**config.mk**
```make
export PLATFORM = sky130hd
export DESIGN_NAME = datapath_bus
export DESIGN_NICKNAME = d
export VERILOG_FILES = /design/src/rtl/datapath_bus.sv
export SDC_FILE = /design/constraint.sdc
export NUM_CORES = 1
export LEC_CHECK = 0
export BUFFER_PORTS_ARGS = -buffer_cell sky130_fd_sc_hd__buf_2
export CAP_MARGIN = 20
export CORE_AREA = 2 2 322 324
export CTS_CLUSTER_DIAMETER = 150
export DETAILED_ROUTE_END_ITERATION = 8
export DIE_AREA = 0 0 324 326
export HOLD_SLACK_MARGIN = 0.12
export PLACE_DENSITY = 0.33
export RECOVER_POWER = 50
export SLEW_MARGIN = 20
export SYNTH_ARGS = -nofsm -noshare
export SYNTH_HDL_FRONTEND = slang
export SYNTH_SLANG_ARGS = --single-unit
```
**constraint.sdc**
```tcl
create_clock -name clk -period 0.8 [get_ports clk]
set_input_delay 0.12 -clock clk [delete_from_list [all_inputs] [get_ports clk]]
set_output_delay 0.12 -clock clk [all_outputs]
set_load 0.1 [all_outputs]
```
**src/rtl/datapath_bus.sv**
```systemverilog
// Shared 32-bit datapath bus: 24 request lines pick one source by fixed priority
// (R0 highest, C lowest) and the selected value is registered onto Bus_Mux_out.
module datapath_bus #(
  parameter int DATA_WIDTH = 32
) (
  input  logic                  clk,
  input  logic                  clr,
  input  logic [DATA_WIDTH-1:0] R0_mux,
  input  logic [DATA_WIDTH-1:0] R1_mux,
  input  logic [DATA_WIDTH-1:0] R2_mux,
  input  logic [DATA_WIDTH-1:0] R3_mux,
  input  logic [DATA_WIDTH-1:0] R4_mux,
  input  logic [DATA_WIDTH-1:0] R5_mux,
  input  logic [DATA_WIDTH-1:0] R6_mux,
  input  logic [DATA_WIDTH-1:0] R7_mux,
  input  logic [DATA_WIDTH-1:0] R8_mux,
  input  logic [DATA_WIDTH-1:0] R9_mux,
  input  logic [DATA_WIDTH-1:0] R10_mux,
  input  logic [DATA_WIDTH-1:0] R11_mux,
  input  logic [DATA_WIDTH-1:0] R12_mux,
  input  logic [DATA_WIDTH-1:0] R13_mux,
  input  logic [DATA_WIDTH-1:0] R14_mux,
  input  logic [DATA_WIDTH-1:0] R15_mux,
  input  logic [DATA_WIDTH-1:0] PC_mux,
  input  logic [DATA_WIDTH-1:0] MDR_mux,
  input  logic [DATA_WIDTH-1:0] InPort_mux,
  input  logic [DATA_WIDTH-1:0] HI_mux,
  input  logic [DATA_WIDTH-1:0] LO_mux,
  input  logic [DATA_WIDTH-1:0] ZHI_mux,
  input  logic [DATA_WIDTH-1:0] ZLO_mux,
  input  logic [DATA_WIDTH-1:0] C_mux,
  input  logic                  R0_select,
  input  logic                  R1_select,
  input  logic                  R2_select,
  input  logic                  R3_select,
  input  logic                  R4_select,
  input  logic                  R5_select,
  input  logic                  R6_select,
  input  logic                  R7_select,
  input  logic                  R8_select,
  input  logic                  R9_select,
  input  logic                  R10_select,
  input  logic                  R11_select,
  input  logic                  R12_select,
  input  logic                  R13_select,
  input  logic                  R14_select,
  input  logic                  R15_select,
  input  logic                  PC_select,
  input  logic                  MDR_select,
  input  logic                  InPort_select,
  input  logic                  HI_select,
  input  logic                  LO_select,
  input  logic                  ZHI_select,
  input  logic                  ZLO_select,
  input  logic                  C_select,
  output logic [DATA_WIDTH-1:0] Bus_Mux_out
);

  localparam logic [4:0] IDLE_CODE = 5'd31;

  logic [23:0]           sel_s;
  logic [4:0]            code_s;
  logic [DATA_WIDTH-1:0] mux_s;
  logic [DATA_WIDTH-1:0] bus_d;
  logic [DATA_WIDTH-1:0] bus_q;

  // Scanning from the lowest-priority bit upward lets the lowest asserted index win.
  function automatic logic [4:0] prio_encode(input logic [23:0] sel);
    logic [4:0] code;
    code = IDLE_CODE;
    for (int i = 23; i >= 0; i--) begin
      if (sel[i]) begin
        code = i[4:0];
      end else begin
        code = code;
      end
    end
    return code;
  endfunction

  // Gather the request lines; bit index equals source code.
  always_comb begin
    sel_s = {C_select,   ZLO_select, ZHI_select, LO_select,
             HI_select,  InPort_select, MDR_select, PC_select,
             R15_select, R14_select, R13_select, R12_select,
             R11_select, R10_select, R9_select,  R8_select,
             R7_select,  R6_select,  R5_select,  R4_select,
             R3_select,  R2_select,  R1_select,  R0_select};
  end

  // Priority encoder to the 5-bit source code.
  always_comb begin
    code_s = prio_encode(sel_s);
  end

  // Source mux; only the chosen source's data reaches the bus, so unselected X cannot leak.
  always_comb begin
    mux_s = {DATA_WIDTH{1'b0}};
    case (code_s)
      5'd0:    mux_s = R0_mux;
      5'd1:    mux_s = R1_mux;
      5'd2:    mux_s = R2_mux;
      5'd3:    mux_s = R3_mux;
      5'd4:    mux_s = R4_mux;
      5'd5:    mux_s = R5_mux;
      5'd6:    mux_s = R6_mux;
      5'd7:    mux_s = R7_mux;
      5'd8:    mux_s = R8_mux;
      5'd9:    mux_s = R9_mux;
      5'd10:   mux_s = R10_mux;
      5'd11:   mux_s = R11_mux;
      5'd12:   mux_s = R12_mux;
      5'd13:   mux_s = R13_mux;
      5'd14:   mux_s = R14_mux;
      5'd15:   mux_s = R15_mux;
      5'd16:   mux_s = PC_mux;
      5'd17:   mux_s = MDR_mux;
      5'd18:   mux_s = InPort_mux;
      5'd19:   mux_s = HI_mux;
      5'd20:   mux_s = LO_mux;
      5'd21:   mux_s = ZHI_mux;
      5'd22:   mux_s = ZLO_mux;
      5'd23:   mux_s = C_mux;
      default: mux_s = {DATA_WIDTH{1'b0}};
    endcase
  end

  // Next bus value.
  always_comb begin
    bus_d = mux_s;
  end

  // Bus register with asynchronous active-low clear.
  always_ff @(posedge clk or negedge clr) begin
    if (!clr) begin
      bus_q <= {DATA_WIDTH{1'b0}};
    end else begin
      bus_q <= bus_d;
    end
  end

  assign Bus_Mux_out = bus_q;

endmodule

```
==> results.md, run 1 <==
* Result of the run: finished with violations
* Failing checks: negative setup slack
* Max-cap violation count at 0
* Library cell contributing the largest single delay on the critical path: sky130_fd_sc_hd__or4_1
* Unique masters post-synth at 76
* Average vias per placed instance at 4.115
* Required time of the critical path at 990 ps
* Category of the most critical setup path: in2reg
* Post-layout nets at 2915
* Leading register cell type out of synthesis: sky130_fd_sc_hd__dfrtp_1
* Peak VDD IR at 716.7 uV
* GRT Util Overall at 0.2160
* Die Outline Area at 105600 um^2
* Number of levels the H-tree was split into at 2
* Area of all sequential standard cells at 839.6 um^2
* Overall routed net length at 122.5 mm
* Leading cell type by number of instances after synthesis: sky130_fd_sc_hd__nand2_1
* Syn. warnings at 0
* Die Height at 326 um
* Number of buffers inserted during clock tree synthesis at 5
* Post-DP HPWL at 106.9 mm
* Effective utilization at floorplan at 0.06404
* Via Count at 14580
* TritonCTS clock tree: built
* Overall power at 0.01452 W
* Top-Level Pins at 826
* Proportion of netlist area held by the largest area contributor at 0.1219
* CP Launch Type: input pin
* Critical path origin: R7_select
* Area of the core at 102600 um^2
* Number of antenna-violating nets in the routed design at 0
* Pin slew with the least headroom to its limit at 815.7 ps
* Element type at the critical path end: register
* Number of fill cells at 11790
* Hold path startpoint: MDR_mux[16]
* Initial detailed-routing violation count at 1223
* Maximum number of pins on one net before global-route repair at 27
* Buffer cell driving the clock tree root: sky130_fd_sc_hd__clkbuf_16
* Chip Width at 324 um
* Layout Cell Area excl Fill at 18820 um^2
* Number of max-slew violations in the final report at 0
* Post-route worst setup slack at -1705 ps
* Post-Syn Nets at 1721
* Power Density at 771.4 nW/um^2
* Most used cell, CP: sky130_fd_sc_hd__buf_4
* Number of design rule violations left after detail routing at 0
* Classification of the worst-slack hold path: in2reg
* Via count of the first global-routing pass at 14320
* Setup tns final at -59230 ps
* Maximum fanout along the worst path at 6
* Worst slew margin relative to its limit at 0.4550
* Gate count of the mapped netlist at 927
* Clock Path Buffers at 2
* Synth cell count leaders: 160 x sky130_fd_sc_hd__nand2_1, 86 x sky130_fd_sc_hd__a22oi_1, 77 x sky130_fd_sc_hd__a21oi_1, 60 x sky130_fd_sc_hd__a222oi_1, 43 x sky130_fd_sc_hd__nor2_1
* Area of the mapped netlist at 6571 um^2
* GP Congestion at 0.9097
* Share of post-route cells with drive strength above 1 at 0.7220
* Post-Syn Area per Cell at 7.089 um^2
* Share of async-settable or async-resettable flops after synthesis at 1.000
* Clock period minus final worst setup slack at 2505 ps
* Detailed Routing Iterations Pass 1 at 6
* Max Clock Freq at 399.1 MHz
* Number of enable-type register cells in the synthesized netlist at 0
* Setup repair after global routing missed its margin: yes
* Worst path cell trace: buf_8, nand2b_1, a21oi_4, nor4b_4, buf_4, buf_4, a211o_4, buf_12, clkbuf_16, a32oi_4, nand3_4, or4_1
* Data arrival time of the critical path at 2700 ps
* Residual overflow from global routing at 0
* Final critical-path share of the clock period at 3.132
* Fraction of the yosys area taken by sequential cells at 0.1219
* Setup Viol. Count Final at 92
* Register bit count reported by yosys at 32
* Clock Pin Slew Worst Setup and Hold Paths at 70 ps
* Count of final hold-check violations at 0
* Area occupied by multi-input gates at 6680 um^2
* Flip-flop count of the largest register after layout at 32
* Leakage power at 8.306 nW
* Most area-hungry cell type in the Yosys netlist: sky130_fd_sc_hd__dfrtp_1
* Area growth from synthesis to final layout at 186.4%
* Antenna violations before repair at 155
* Total cell area at the placement stage at 15570 um^2
* Routed length per placed instance at 34.58 um
* Synth top area cells: sky130_fd_sc_hd__dfrtp_1 12%, sky130_fd_sc_hd__a22oi_1 9.8%, sky130_fd_sc_hd__a222oi_1 9.1%
* Clock sink count at 32
* Wire length of the first global-routing pass at 147.1 mm
* Count of buffers inserted at the top-level ports at 825
* CP max stage delay at 570 ps
* Standard-cell rows at 118
[report_power, final]
part | internal (W) | leakage (nW) | switching (W)
Combinational | 0.00444 | 7.90 | 0.00565
Sequential | 0.00186 | 0.339 | 0.000200
Clock | 0.00117 | 0.0663 | 0.00121
[per-stage QoR]
| step | utilization | setup slack, ps | hold slack, ps | cells |
|---|---|---|---|---|
| after floorplan | - | -1588 | -175.6 | 927 |
| after CTS | 0.1674 | -1644 | 6.228 | 3436 |
| final | 0.1834 | -1705 | 36.79 | 3542 |
| after global routing | 0.1830 | -1773 | 26.39 | 3524 |
| after detailed placement | 0.1518 | -2590 | -17.92 | 3375 |
| after global placement | 0.1518 | -2568 | -17.60 | 3375 |
[path summary, 6_finish.rpt]
kind	slack (ps)	cells past startpoint	end
setup / recovery	-1710	12	Bus_Mux_out[3]
hold / removal	40	3	Bus_Mux_out[16]
max in group asynchronous	-140	3	Bus_Mux_out[25]
min in group asynchronous	280	2	Bus_Mux_out[18]
[layout by cell type, fill, tap and decap left out, types with 16 or more instances in the layout]
master and instances:
sky130_fd_sc_hd__a221oi_2 22, sky130_fd_sc_hd__a22oi_2 18, sky130_fd_sc_hd__nand3_1 27, sky130_fd_sc_hd__a21oi_2 17
sky130_fd_sc_hd__nor2_2 16, sky130_fd_sc_hd__dfrtp_2 31, sky130_fd_sc_hd__a21oi_1 50, sky130_fd_sc_hd__a222oi_1 60
sky130_fd_sc_hd__diode_2 40, sky130_fd_sc_hd__buf_4 304, sky130_fd_sc_hd__buf_12 86, sky130_fd_sc_hd__nand4_1 24
sky130_fd_sc_hd__buf_8 17, sky130_fd_sc_hd__a22oi_1 69, sky130_fd_sc_hd__nor2_1 20, sky130_fd_sc_hd__buf_6 76
sky130_fd_sc_hd__buf_2 779, sky130_fd_sc_hd__a22o_1 33, sky130_fd_sc_hd__nand2_1 146
[what timing repair did]
item,4_1_cts,5_1_grt
setup buffers,50,70
pin swaps,61,110
endpoints found under the hold margin,52,19
endpoints found under the setup margin,64,64
cloned,1,6
gates resized for setup,226,190
hold buffers,4,1
[critical path, delay by kind of cell]
kind / cells / cell delay [ps]
and+or+nand+nor: 4 / 990
AOI/OAI and AO/OA: 3 / 860
buffers and inverters: 5 / 700
[layout make-up]
| class | instances | share of cell area |
|---|---|---|
| diodes | 40 | 0.005318 |
| clock buffers | 5 | 0.006647 |
| clock inverters | 3 | 0.001263 |
| inverters | 6 | 0.001196 |
| multi-input cells | 799 | 0.3549 |
| flip-flops and latches | 32 | 0.04460 |
| well taps | 1380 | 0.09173 |
| repair buffers | 1277 | 0.4943 |
[layer usage]
layer  vias up  part of all wire  GRT usage
li1       6321                 -          -
met2       829              0.46     0.3463
met1      7008              0.41     0.2626
met4       156             0.025    0.05576
met3       261              0.10    0.09325
met5         -            0.0080          0
[cells by family after synthesis]
family,share of synthesized area
compound gates,0.5368
simple gates,0.2449
buf+inv,0.07807
flops,0.1219
mux,0.01847
No activity file was read; power rests on OpenSTA's default activity.
==> run 2, diff against run 1 <==
--- a/config.mk
+++ b/config.mk
@@ -7,12 +7,12 @@
 export LEC_CHECK = 0
 export BUFFER_PORTS_ARGS = -buffer_cell sky130_fd_sc_hd__buf_2
 export CAP_MARGIN = 20
-export CORE_AREA = 2 2 322 324
+export CORE_AREA = 2 2 323 325
 export CTS_CLUSTER_DIAMETER = 150
 export DETAILED_ROUTE_END_ITERATION = 8
-export DIE_AREA = 0 0 324 326
+export DIE_AREA = 0 0 325 327
 export HOLD_SLACK_MARGIN = 0.12
-export PLACE_DENSITY = 0.33
+export PLACE_DENSITY = 0.34
 export RECOVER_POWER = 50
 export SLEW_MARGIN = 20
 export SYNTH_ARGS = -nofsm -noshare
==> constraint.sdc (replaced) <==
create_clock -name clk -period 2.1 [get_ports clk]
set_input_delay 0.315 -clock clk [delete_from_list [all_inputs] [get_ports clk]]
set_output_delay 0.315 -clock clk [all_outputs]
set_load 0.1 [all_outputs]
==> results.md, run 2 (synthesis results as in run 1) <==
* Result of the run: finished with violations (unchanged)
* Failing checks: design-rule violations, negative setup slack (was negative setup slack)
* Clock period minus final worst setup slack at 2719 ps
* Number of buffers inserted during clock tree synthesis at 5 (unchanged)
* Antenna violations before repair at 167 (was 155)
* Worst path cell trace: buf_8, or2_4, a2111o_1, a31o_4, buf_6, a21boi_4, buf_12, buf_12, mux2i_4, o22a_1, o221ai_4, or4_1 (was buf_8, nand2b_1, a21oi_4, nor4b_4, buf_4, buf_4, a211o_4, buf_12, clkbuf_16, a32oi_4, nand3_4, or4_1)
* Max Clock Freq at 367.8 MHz
* Classification of the worst-slack hold path: in2reg (unchanged)
* Pin slew with the least headroom to its limit at 921.0 ps (was 815.7 ps)
* Layout Cell Area excl Fill at 18470 um^2 (was 18820 um^2)
* Die Outline Area at 106300 um^2 (was 105600 um^2)
* Maximum number of pins on one net before global-route repair at 23 (was 27)
* Number of max-slew violations in the final report at 0 (unchanged)
* Via count of the first global-routing pass at 14680 (was 14320)
* Power Density at 292.3 nW/um^2 (was 771.4 nW/um^2)
* Clock Path Buffers at 2 (unchanged)
* Number of levels the H-tree was split into at 2 (unchanged)
* Post-route worst setup slack at -618.9 ps (was -1705 ps)
* CP max stage delay at 440 ps (was 570 ps)
* Post-DP HPWL at 107.2 mm (was 106.9 mm)
* Area growth from synthesis to final layout at 181.0% (was 186.4%)
* Number of fill cells at 11890 (was 11790)
* Final critical-path share of the clock period at 1.295
* Peak VDD IR at 255.5 uV (was 716.7 uV)
* Count of final hold-check violations at 0 (unchanged)
* Most common cell after layout, fill and taps aside: sky130_fd_sc_hd__buf_2 (unchanged)
* Detailed Routing Iterations Pass 1 at 9 (was 6)
* Total cell area at the placement stage at 15130 um^2 (was 15570 um^2)
* Overall power at 0.005399 W (was 0.01452 W)
* Via Count at 14680 (was 14580)
* Maximum fanout along the worst path at 5 (was 6)
* Residual overflow from global routing at 0 (unchanged)
* Top library cells by usage in the layout, fill and taps aside: 814 x sky130_fd_sc_hd__buf_2, 292 x sky130_fd_sc_hd__buf_4, 144 x sky130_fd_sc_hd__nand2_1, 77 x sky130_fd_sc_hd__buf_6, 66 x sky130_fd_sc_hd__a22oi_1 (was 779 x sky130_fd_sc_hd__buf_2, 304 x sky130_fd_sc_hd__buf_4, 146 x sky130_fd_sc_hd__nand2_1, 86 x sky130_fd_sc_hd__buf_12, 76 x sky130_fd_sc_hd__buf_6)
* Hold path startpoint: R14_mux[24] (was MDR_mux[16])
* TritonCTS clock tree: built (unchanged)
* Post-layout nets at 2912 (was 2915)
* Flip-flop count of the largest register after layout at 32 (unchanged)
* Setup repair after global routing missed its margin: yes (unchanged)
* Effective utilization at floorplan at 0.06386 (was 0.06404)
* Category of the most critical setup path: in2reg (unchanged)
* Clock Pin Slew Worst Setup and Hold Paths at 80 ps (was 70 ps)
* Count of buffers inserted at the top-level ports at 825 (unchanged)
* Standard-cell rows at 118 (unchanged)
* Initial detailed-routing violation count at 1267 (was 1223)
* CP Launch Type: input pin (unchanged)
* Required time of the critical path at 2310 ps (was 990 ps)
* Number of design rule violations left after detail routing at 3 (was 0)
* Share of post-route cells with drive strength above 1 at 0.7102 (was 0.7220)
* GRT Util Overall at 0.2192 (was 0.2160)
* GP Congestion at 0.9111 (was 0.9097)
* Setup Viol. Count Final at 32 (was 92)
* Chip Width at 325 um (was 324 um)
* Area occupied by multi-input gates at 6745 um^2 (was 6680 um^2)
* Area of all sequential standard cells at 800.8 um^2 (was 839.6 um^2)
* Overall routed net length at 122.4 mm (was 122.5 mm)
* Library cell contributing the largest single delay on the critical path: sky130_fd_sc_hd__or4_1 (unchanged)
* Average vias per placed instance at 4.134 (was 4.115)
* Critical path origin: R7_select (unchanged)
* Buffer cell driving the clock tree root: sky130_fd_sc_hd__clkbuf_16 (unchanged)
* Routed length per placed instance at 34.48 um (was 34.58 um)
* Worst slew margin relative to its limit at 0.3847 (was 0.4550)
* Element type at the critical path end: register (unchanged)
* Most used cell, CP: sky130_fd_sc_hd__buf_12 (was sky130_fd_sc_hd__buf_4)
* Number of antenna-violating nets in the routed design at 0 (unchanged)
* Top-Level Pins at 826 (unchanged)
* Leakage power at 8.202 nW (was 8.306 nW)
* Area of the core at 102900 um^2 (was 102600 um^2)
* Setup tns final at -14070 ps (was -59230 ps)
* Max-cap violation count at 0 (unchanged)
* Clock sink count at 32 (unchanged)
* Die Height at 327 um (was 326 um)
* Data arrival time of the critical path at 2930 ps (was 2700 ps)
* Wire length of the first global-routing pass at 151.2 mm (was 147.1 mm)
-- run 2: power by group --
part | internal (W) | switching, W
registers | 0.000692 | 0.0000246
logic | 0.00147 | 0.00217
clock network | 0.000569 | 0.000466
total | 0.00274 | 0.00266
-- run 2: final cells by class --
type	instances	share of cell area
multi-input cells	799	0.3652
clock inverters	3	0.002507
clock buffers	5	0.006775
inverters	6	0.001220
well taps	1380	0.09350
diodes	52	0.007046
repair buffers	1274	0.4804
flip-flops and latches	32	0.04336
-- run 2: worst paths after layout --
path / slack (ps) / to / cells past startpoint
max: -620 / Bus_Mux_out[0] / 12
min: 200 / Bus_Mux_out[24] / 3
max in group asynchronous: 350 / Bus_Mux_out[9] / 3
min in group asynchronous: 640 / Bus_Mux_out[18] / 2
-- run 2: worst max-delay path, delay by kind of cell --
kind,cells,cell delay (ps)
multiplexers,1,210
AND/OR/NAND/NOR,2,680
AO/OA/AOI/OAI,5,1160
buffers and inverters,4,550
-- run 2: metrics by stage --
| step | setup WS (ps) | hold slack [ps] | utilization | std cells |
|---|---|---|---|---|
| after floorplan | -483.0 | 19.41 | - | 927 |
| after global placement | -1498 | 280.3 | 0.1470 | 3383 |
| after detailed placement | -1507 | 283.4 | 0.1470 | 3383 |
| after CTS | -614.0 | 166.3 | 0.1665 | 3452 |
| after global routing | -636.0 | 197.1 | 0.1790 | 3531 |
| final | -618.9 | 196.7 | 0.1795 | 3551 |
-- run 2: layer usage --
metal	share of wire	up-vias	track usage	wire [um]
met5	0.0075	-	0	914
met4	0.030	152	0.07699	3684
met3	0.12	277	0.1087	14350
met2	0.45	885	0.3442	55060
met1	0.40	7031	0.2575	48430
li1	-	6336	-	-
-- run 2: timing repair --
item | 4_1_cts | 5_1_grt
hold endpoints to repair | 8 | 0
hold buffers | 1 | 0
pin swaps | 66 | 96
gates cloned | 4 | 2
setup buffers | 60 | 59
setup endpoints to repair | 32 | 32
gates resized for setup | 263 | 165
